<file path="config.mk">
export PLATFORM = sky130hd
export DESIGN_NAME = bridge_tx_buffered
export DESIGN_NICKNAME = d
export VERILOG_FILES = /design/src/rtl/bridge_tx_buffered.sv
export SDC_FILE = /design/constraint.sdc
export NUM_CORES = 1
export LEC_CHECK = 0
export CORE_UTILIZATION = 35
export CTS_CLUSTER_SIZE = 12
export DETAILED_ROUTE_END_ITERATION = 8
export PLACE_DENSITY_LB_ADDON = 0.05
export REMOVE_ABC_BUFFERS = 1
export SKIP_LAST_GASP = 1
export SLEW_MARGIN = 20
export SYNTH_ARGS = -nofsm -noshare
export SYNTH_HDL_FRONTEND = slang
export SYNTH_SLANG_ARGS = --single-unit
</file>
<file path="constraint.sdc">
create_clock -name clk -period 5.6 [get_ports clk]
set_input_delay 1.12 -clock clk [delete_from_list [all_inputs] [get_ports clk]]
set_output_delay 1.12 -clock clk [all_outputs]
set_load 0.005 [all_outputs]
</file>
<file path="src/rtl/bridge_tx_buffered.sv">
// Buffered host-link transmit bridge: queues read responses and emits each as an ASCII hex frame M<hex>CR LF.
// Define BRIDGE_TX_WRITE_ACK_EN to also queue writes and send them as short M CR LF acknowledgement frames.
module bridge_tx_buffered #(
  parameter int DATA_WIDTH = 16,
  parameter int FIFO_DEPTH = 4
) (
  input  logic                          clk,
  input  logic                          rst_n,
  input  logic [DATA_WIDTH-1:0]         rdata_i,
  input  logic                          rw_i,
  input  logic                          valid_i,
  output logic [7:0]                    data_o,
  output logic                          valid_o,
  input  logic                          ready_i,
  output logic                          overflow_o,
  output logic [$clog2(FIFO_DEPTH):0]   fifo_count_o
);

  localparam int N     = DATA_WIDTH / 4;
  localparam int PTR_W = $clog2(FIFO_DEPTH);
  localparam int CNT_W = PTR_W + 1;
  localparam int IDX_W = (N > 1) ? $clog2(N) : 1;
  localparam logic [CNT_W-1:0] DEPTH_C = CNT_W'(FIFO_DEPTH);
  localparam logic [IDX_W-1:0] TOP_IDX = IDX_W'(N - 1);

  typedef enum logic [2:0] {S_IDLE, S_PRE, S_DIGIT, S_CR, S_LF} state_t;

  state_t                 state_q;
  logic [DATA_WIDTH-1:0]  mem_q [FIFO_DEPTH];
  logic [PTR_W-1:0]       wptr_q, rptr_q;
  logic [CNT_W-1:0]       count_q;
  logic [DATA_WIDTH-1:0]  buf_q;
  logic [IDX_W-1:0]       idx_q;
  logic                   overflow_q;
  logic [7:0]             data_q;
  logic                   valid_q;
  logic                   buf_wr;
  logic                   push_req, push_ok, pop, xfer;

`ifdef BRIDGE_TX_WRITE_ACK_EN
  logic typ_mem_q [FIFO_DEPTH];
  logic buf_wr_q;
  assign push_req = valid_i;
  assign buf_wr   = buf_wr_q;
`else
  assign push_req = valid_i & ~rw_i;
  assign buf_wr   = 1'b0;
`endif

  function automatic logic [7:0] hex_ascii(input logic [3:0] n);
    return (n < 4'd10) ? (8'h30 + {4'h0, n}) : (8'h37 + {4'h0, n});
  endfunction

  function automatic logic [3:0] nibble(input logic [DATA_WIDTH-1:0] b, input logic [IDX_W-1:0] i);
    return 4'(b >> {i, 2'b00});
  endfunction

  assign xfer    = valid_q & ready_i;
  // Pops only happen where the FSM loads the shift buffer: from IDLE, or on the LF transfer.
  assign pop     = (count_q != '0) && ((state_q == S_IDLE) || ((state_q == S_LF) && xfer));
  assign push_ok = push_req && ((count_q != DEPTH_C) || pop);

  always_ff @(posedge clk) begin
    if (push_ok) begin
      mem_q[wptr_q] <= rdata_i;
`ifdef BRIDGE_TX_WRITE_ACK_EN
      typ_mem_q[wptr_q] <= rw_i;
`endif
    end
  end

  always_ff @(posedge clk or negedge rst_n) begin
    if (!rst_n) begin
      wptr_q     <= '0;
      rptr_q     <= '0;
      count_q    <= '0;
      overflow_q <= 1'b0;
    end else begin
      if (push_ok) wptr_q <= wptr_q + 1'b1;
      if (pop)     rptr_q <= rptr_q + 1'b1;
      if (push_ok && !pop)      count_q <= count_q + 1'b1;
      else if (!push_ok && pop) count_q <= count_q - 1'b1;
      if (push_req && !push_ok) overflow_q <= 1'b1;
    end
  end

  always_ff @(posedge clk or negedge rst_n) begin
    if (!rst_n) begin
      buf_q <= '0;
`ifdef BRIDGE_TX_WRITE_ACK_EN
      buf_wr_q <= 1'b0;
`endif
    end else if (pop) begin
      buf_q <= mem_q[rptr_q];
`ifdef BRIDGE_TX_WRITE_ACK_EN
      buf_wr_q <= typ_mem_q[rptr_q];
`endif
    end
  end

  // Each state computes the byte for the next state so data_o/valid_o stay registered.
  always_ff @(posedge clk or negedge rst_n) begin
    if (!rst_n) begin
      state_q <= S_IDLE;
      idx_q   <= '0;
      data_q  <= 8'h00;
      valid_q <= 1'b0;
    end else begin
      case (state_q)
        S_IDLE: begin
          if (pop) begin
            state_q <= S_PRE;
            data_q  <= 8'h4D;
            valid_q <= 1'b1;
          end
        end
        S_PRE: begin
          if (xfer) begin
            if (buf_wr) begin
              state_q <= S_CR;
              data_q  <= 8'h0D;
            end else begin
              state_q <= S_DIGIT;
              idx_q   <= TOP_IDX;
              data_q  <= hex_ascii(nibble(buf_q, TOP_IDX));
            end
          end
        end
        S_DIGIT: begin
          if (xfer) begin
            if (idx_q == '0) begin
              state_q <= S_CR;
              data_q  <= 8'h0D;
            end else begin
              idx_q  <= idx_q - 1'b1;
              data_q <= hex_ascii(nibble(buf_q, idx_q - 1'b1));
            end
          end
        end
        S_CR: begin
          if (xfer) begin
            state_q <= S_LF;
            data_q  <= 8'h0A;
          end
        end
        S_LF: begin
          if (xfer) begin
            if (pop) begin
              state_q <= S_PRE;
              data_q  <= 8'h4D;
            end else begin
              state_q <= S_IDLE;
              data_q  <= 8'h00;
              valid_q <= 1'b0;
            end
          end
        end
        default: begin
          state_q <= S_IDLE;
          valid_q <= 1'b0;
        end
      endcase
    end
  end

  assign data_o       = data_q;
  assign valid_o      = valid_q;
  assign overflow_o   = overflow_q;
  assign fifo_count_o = count_q;

endmodule

</file>
# Word-level counts from Yosys, hierarchy flattened
# Memories as Yosys holds them, arrays and structs flattened. A register that Yosys moved wholly into a read port is not among the register bits.
# Index checks and enable logic that the tools add are counted.
# word_totals
output_inout_bits	13
mem_bits_rw	64
reg_bits	22
input_bits	21
mem_count	1
# memory_table
name	words	width	rd	rd_clocked_by_memory_dff	write_ports	line	rtl
mem_q	4	16	1	1	1	29	logic [DATA_WIDTH-1:0] mem_q [FIFO_DEPTH];
# op_classes
muxes	30
magnitude_cmp	2
eq_ne	13
bitwise_logic	4
n_reduce_logical	22
n_addsub	9
shift	1
# ops
op	n
$mux 8	5
$pmux 8 s5	1
$add 6x4->7 const A	4
$mux 7	4
$mux 3	8
$ne 2x2->1 const B	8
$shr 16x4->4	1
$pmux 3 s5	1
$reduce_and 6->1	2
$lt 4x4->1 const B	2
$reduce_and 4->1	2
$eq 3x2->1 const B	2
$logic_and 1x1->1	6
$mux 1	6
$mux 2	3
$reduce_bool 5->1	1
$add 2x1->2 const B	2
$pmux 2 s2	1
$reduce_bool 2->1	2
$add 3x1->3 const B	1
$eq 3x1->1 const B	1
$eq 3x3->1 const B	1
$logic_not 1->1	3
$logic_not 3->1	1
other kinds (10)	13

# Logic depth before layout (Yosys ltp)
# logic_depth
word_depth	10
depth_mapped	12
ltp_nobuf	10

# Least setup slack after synthesis
# OpenSTA, ideal clock, no wires.
# synth_timing
path_type	input-to-reg
from	input ready_i
to	register count_q[2] (netlist: fifo_count_o[2])
path_slack_ps	2763
t_arrival_ps	2757
path_stages	9
cell_sequence	a21bo_2 > nand2_1 > a31oi_1 > ha_1 > inv_1 > fa_1 > xor2_1 > nor2_1 > xor2_1
# synth_via
elab_chain_cells	9
# synth_rtl
item	line	rtl
start, declared	14	input logic ready_i,
$and 1x1->1 (*)	58	assign xfer = valid_q & ready_i;
$logic_and 1x1->1 (*)	60	assign pop = (count_q != '0) && ((state_q == S_IDLE) || ((state_q == S_LF) && xfer));
$logic_or 1x1->1 (*)	60	
$logic_and 1x1->1 (*)	60	
$logic_or 1x1->1 (*)	61	assign push_ok = push_req && ((count_q != DEPTH_C) || pop);
$logic_and 1x1->1 (*)	61	
via push_ok	38	logic push_req, push_ok, pop, xfer;
$logic_not 1->1	82	else if (!push_ok && pop) count_q <= count_q - 1'b1;
$logic_and 1x1->1	82	
$reduce_bool 2->1 (no line)	--	
end signal, assigned	81	if (push_ok && !pop) count_q <= count_q + 1'b1;
end signal, assigned	82	
end, declared	31	logic [CNT_W-1:0] count_q;
# The timed path passes the listed nets; every way through them passes the cells marked *.
# A chain may end at the register's enable or synchronous reset.

# Worst setup path after layout
# Ends and elaborated chain as after synthesis.

==> summary.md <==
| Metric | Value |
|---|---|
| Hold Crit Start | `overflow_o` |
| Clock Path Buffers | `2` |
| Worst slew margin | `between 40 and 50%` |
| Vias per inst | `between 4 and 5` |
| Skew-Pair Late Insertion Delay | `approximately 0.36 ns` |
| RSZ-0062 raised after global routing | `false` |
| Number of CTS-inserted buffers | `9` |
| Largest net degree at the start of global routing | `38` |
| Setup TNS | `0 ns` |
| Final GP Congestion | `~0.8` |
| Total track usage | `~15%` |
| Final core utilization | `a little over two fifths` |
| Final Cycle Share | `around 58%` |
| Hold Path Class | `reg2reg` |
| Hold Buf Count CTS | `0` |
| Die area | `13,000 um2` |
| Post-DP HPWL | `approximately 5500 um` |
| Final Hold Slack | `between 0.4 and 0.5 ns` |
| Inserted Diodes | `0` |
| Layout cell share with drive strength beyond 1 | `17.5%` |
| Final setup fails | `0` |
| MaxCap Viol Count | `0` |
| Worst-Margin Slew | `~0.85 ns` |
| Post-synth top area share | `about 44%` |
| Routed Antenna Nets | `0` |
| Seq pwr share | `about two fifths` |
| Post-route minimum period | `about 3.3 ns` |
| Global-route wire length before repair | `about 14,000 um` |
| Initial antenna violation count | `0` |
| Number of global-route vias before repair | `about 2.5k` |
| Final hold vios | `0` |
| Power share of the combinational group | `between 30% and 40%` |
| Drt wl/cell | `16.8 um` |
| Setup Skew | `0.00892 ns` |
| CTS-repair resized insts | `0` |
| # rows | `40` |
| Initial DRC Count | `between 100 and 150` |
| Initial core utilization | `36.2%` |
| Maximum vdd drop | `0.313 mV` |
| Area Overhead vs Synth | `17.4%` |
| Synthesis Warnings | `0` |
| Maximum fanout along the worst path | `8` |
| Setup Slack @ Placement | `between 1.5 and 2 ns` |
| FFs w/ async S/R, synth | `around 37%` |
| Synth area leader | `edfxtp_1` |
| Max Clk Rate | `just over 300 MHz` |
| Syn avg cell area | `around 15 um2` |
| Power Dens Cells | `between 500 and 600 nW/um2` |
| Leak | `approximately 1.9 nW` |
| Final nets | `between 300 and 400` |
| Synth cell types | `between 40 and 50` |
| Core ar. | `between 10,000 and 15,000 um2` |
| Via count | `~2.4k` |
| Critical setup path kind | `in2reg` |
| Slew Viols, Final | `0` |
| Worst-path clk slew | `about 0.070 ns` |
| Worst setup startpoint | `ready_i` |
| Commonest register cell after synthesis | `edfxtp_1` |
| Clk Tree Root Cell | `clkbuf_16` |
| Post-CTS Setup Bufs | `0` |
| EDFF count, synth | `64` |
| Clock share of power | `between 20% and 30%` |
| CP arrival | `approximately 3.6 ns` |
| Net Sw Power | `about 960 uW` |
| DRC | `0` |
| Post-route setup slack | `between 2 and 2.5 ns` |
| H-Tree Level Count | `3` |
| Io pins | `34` |
| Crit end category | `flip-flop` |
| Status | `complete, no violations` |
| FF-to-FF Start | `state_q[1]` |
| Power, Total | `2.89 mW` |
| Post-Syn Instances | `~290` |
| Switching Fraction | `33.0%` |
| Final WL | `~8000 um` |
| Crit path required time | `5.88 ns` |
| Area of the mapped netlist | `approximately 4400 um2` |
| Total internal power | `about 1.9 mW` |
| Die width | `approximately 110 um` |
| Synthesized flop and latch total | `~100` |
| CTS tree | `yes` |
| Initial DRT Pass Iterations | `4` |
| Die H | `around 110 um` |
| Sequential cell area fraction in the yosys report | `between 60% and 70%` |
| Clock sinks | `around 100` |
| Overflow after GRT | `0` |
| CP Launch Type | `primary input` |
| Main area contributors after synthesis | `edfxtp_1 44%, dfrtp_1 21%, mux4_2 9.7%` |
| Port buffer count | `32` |
==> through the flow <==
step / cells / instance area, um2
2_1_floorplan: 270 / 4320
3_3_place_gp: 472 / 4860
3_5_place_dp: 472 / 4860
4_1_cts: 488 / 5180
5_1_grt: 488 / 5180
6_report: 488 / 5180
==> cell usage in the layout, fill, tap and decap left out, types with 2 or more instances in the layout <==
cell type,netlist,layout
and2_1,5,5
buf_4,4,2
a31oi_1,6,6
nor2b_1,3,3
and3_1,2,2
nand3_1,4,4
inv_1,11,11
nor3_1,3,3
edfxtp_1,64,64
nor2_1,15,15
ha_1,8,8
xor2_1,5,5
a22o_1,2,2
a21oi_1,10,10
a32o_1,2,2
a211oi_1,2,2
nand2b_1,2,2
mux2_2,14,14
o21ai_0,13,13
o21bai_1,2,2
mux4_2,19,19
nand2_1,12,12
o21a_1,3,3
xnor2_1,5,5
clkdlybuf4s50_1,0,31
bufinv_16,0,2
a21bo_2,2,2
clkbuf_16,0,9
inv_6,0,3
dfrtp_1,37,37
mux2i_1,2,2
==> final cells by class <==
cell class / instances / area [um2]
fill: 1136 / 6990
timing repair buffer: 34 / 330
clock buffer: 10 / 229
multi-input combinational: 158 / 1430
sequential: 101 / 2850
tap: 168 / 210
inverter: 11 / 41.3
clock inverter: 6 / 90.1
==> logic make-up after synthesis <==
| group | Yosys count | share of synthesized area (%) |
|---|---|---|
| XOR/XNOR | 10 | 1.99 |
| AO/OA/AOI/OAI | 49 | 7.27 |
| flip-flops | 101 | 64.6 |
| buffers and inverters | 26 | 3.01 |
| adder cells (fa/ha/maj) | 9 | 2.73 |
| multiplexers | 36 | 14.3 |
| other | 1 | 0.0851 |
| AND/OR/NAND/NOR | 53 | 5.99 |
==> per-layer routing <==
metal,up-vias,track usage [%],share of wire (%)
li1,1141,-,-
met4,0,5.02,1.4
met1,1175,17.7,45
met3,9,5.77,4.3
met5,-,0,0
met2,41,23.4,50
==> cell usage after synthesis (2+ instances only) <==
cell      count
a211oi_1      2
a21bo_2       2
a21oi_1      10
a22o_1        2
a31oi_1       6
a32o_1        2
and2_1        5
and3_1        2
buf_2         4
buf_4         4
buf_6         2
clkbuf_1      5
dfrtp_1      37
edfxtp_1     64
ha_1          8
inv_1        11
mux2_2       14
mux2i_1       2
mux4_2       19
nand2_1      12
nand2b_1      2
nand3_1       4
nor2_1       15
nor2b_1       3
nor3_1        3
o21a_1        3
o21ai_0      13
o21bai_1      2
xnor2_1       5
xor2_1        5
==> power by group through the flow <==
stage | combinational (mW) | sequential [mW] | clock [mW]
final | 1.06 | 1.16 | 0.674
after global routing | 1.19 | 1.19 | 0.720
after CTS | 1.08 | 1.17 | 0.692
after detailed placement | 1.08 | 1.18 | 0
after global placement | 1.07 | 1.18 | 0
after floorplan | 0.750 | 1.15 | 0
==> path summary, 6_finish.rpt <==
kind | endpoint | slack, ns | depth (start not counted)
setup / recovery | fifo_count_o[2] | 2.33 | 10
hold / removal | overflow_o | 0.48 | 1
hold reg to reg | overflow_o | 0.48 | 1
min in group asynchronous | data_o[4] | 0.87 | 1
setup reg to reg | fifo_count_o[2] | 2.70 | 9
max in group asynchronous | buf_q[13] | 4.19 | 1
==> sequential cells by signal (all words and copies together), names as in the netlist <==
signal,count
buf_q,16
data_o,7
fifo_count_o,3
idx_q,2
mem_q,64
overflow_o,1
rptr_q,2
state_q,3
valid_o,1
wptr_q,2
==> worst max-delay path, stage by stage <==
cell	delay (ns)
clkdlybuf4s50_1	0.51
a21bo_2	0.15
nand2_1	0.08
a31oi_1	0.55
ha_1	0.29
inv_1	0.06
fa_1	0.37
xor2_1	0.16
nor2_1	0.11
xor2_1	0.14
No activity file was read; power rests on OpenSTA's default activity.
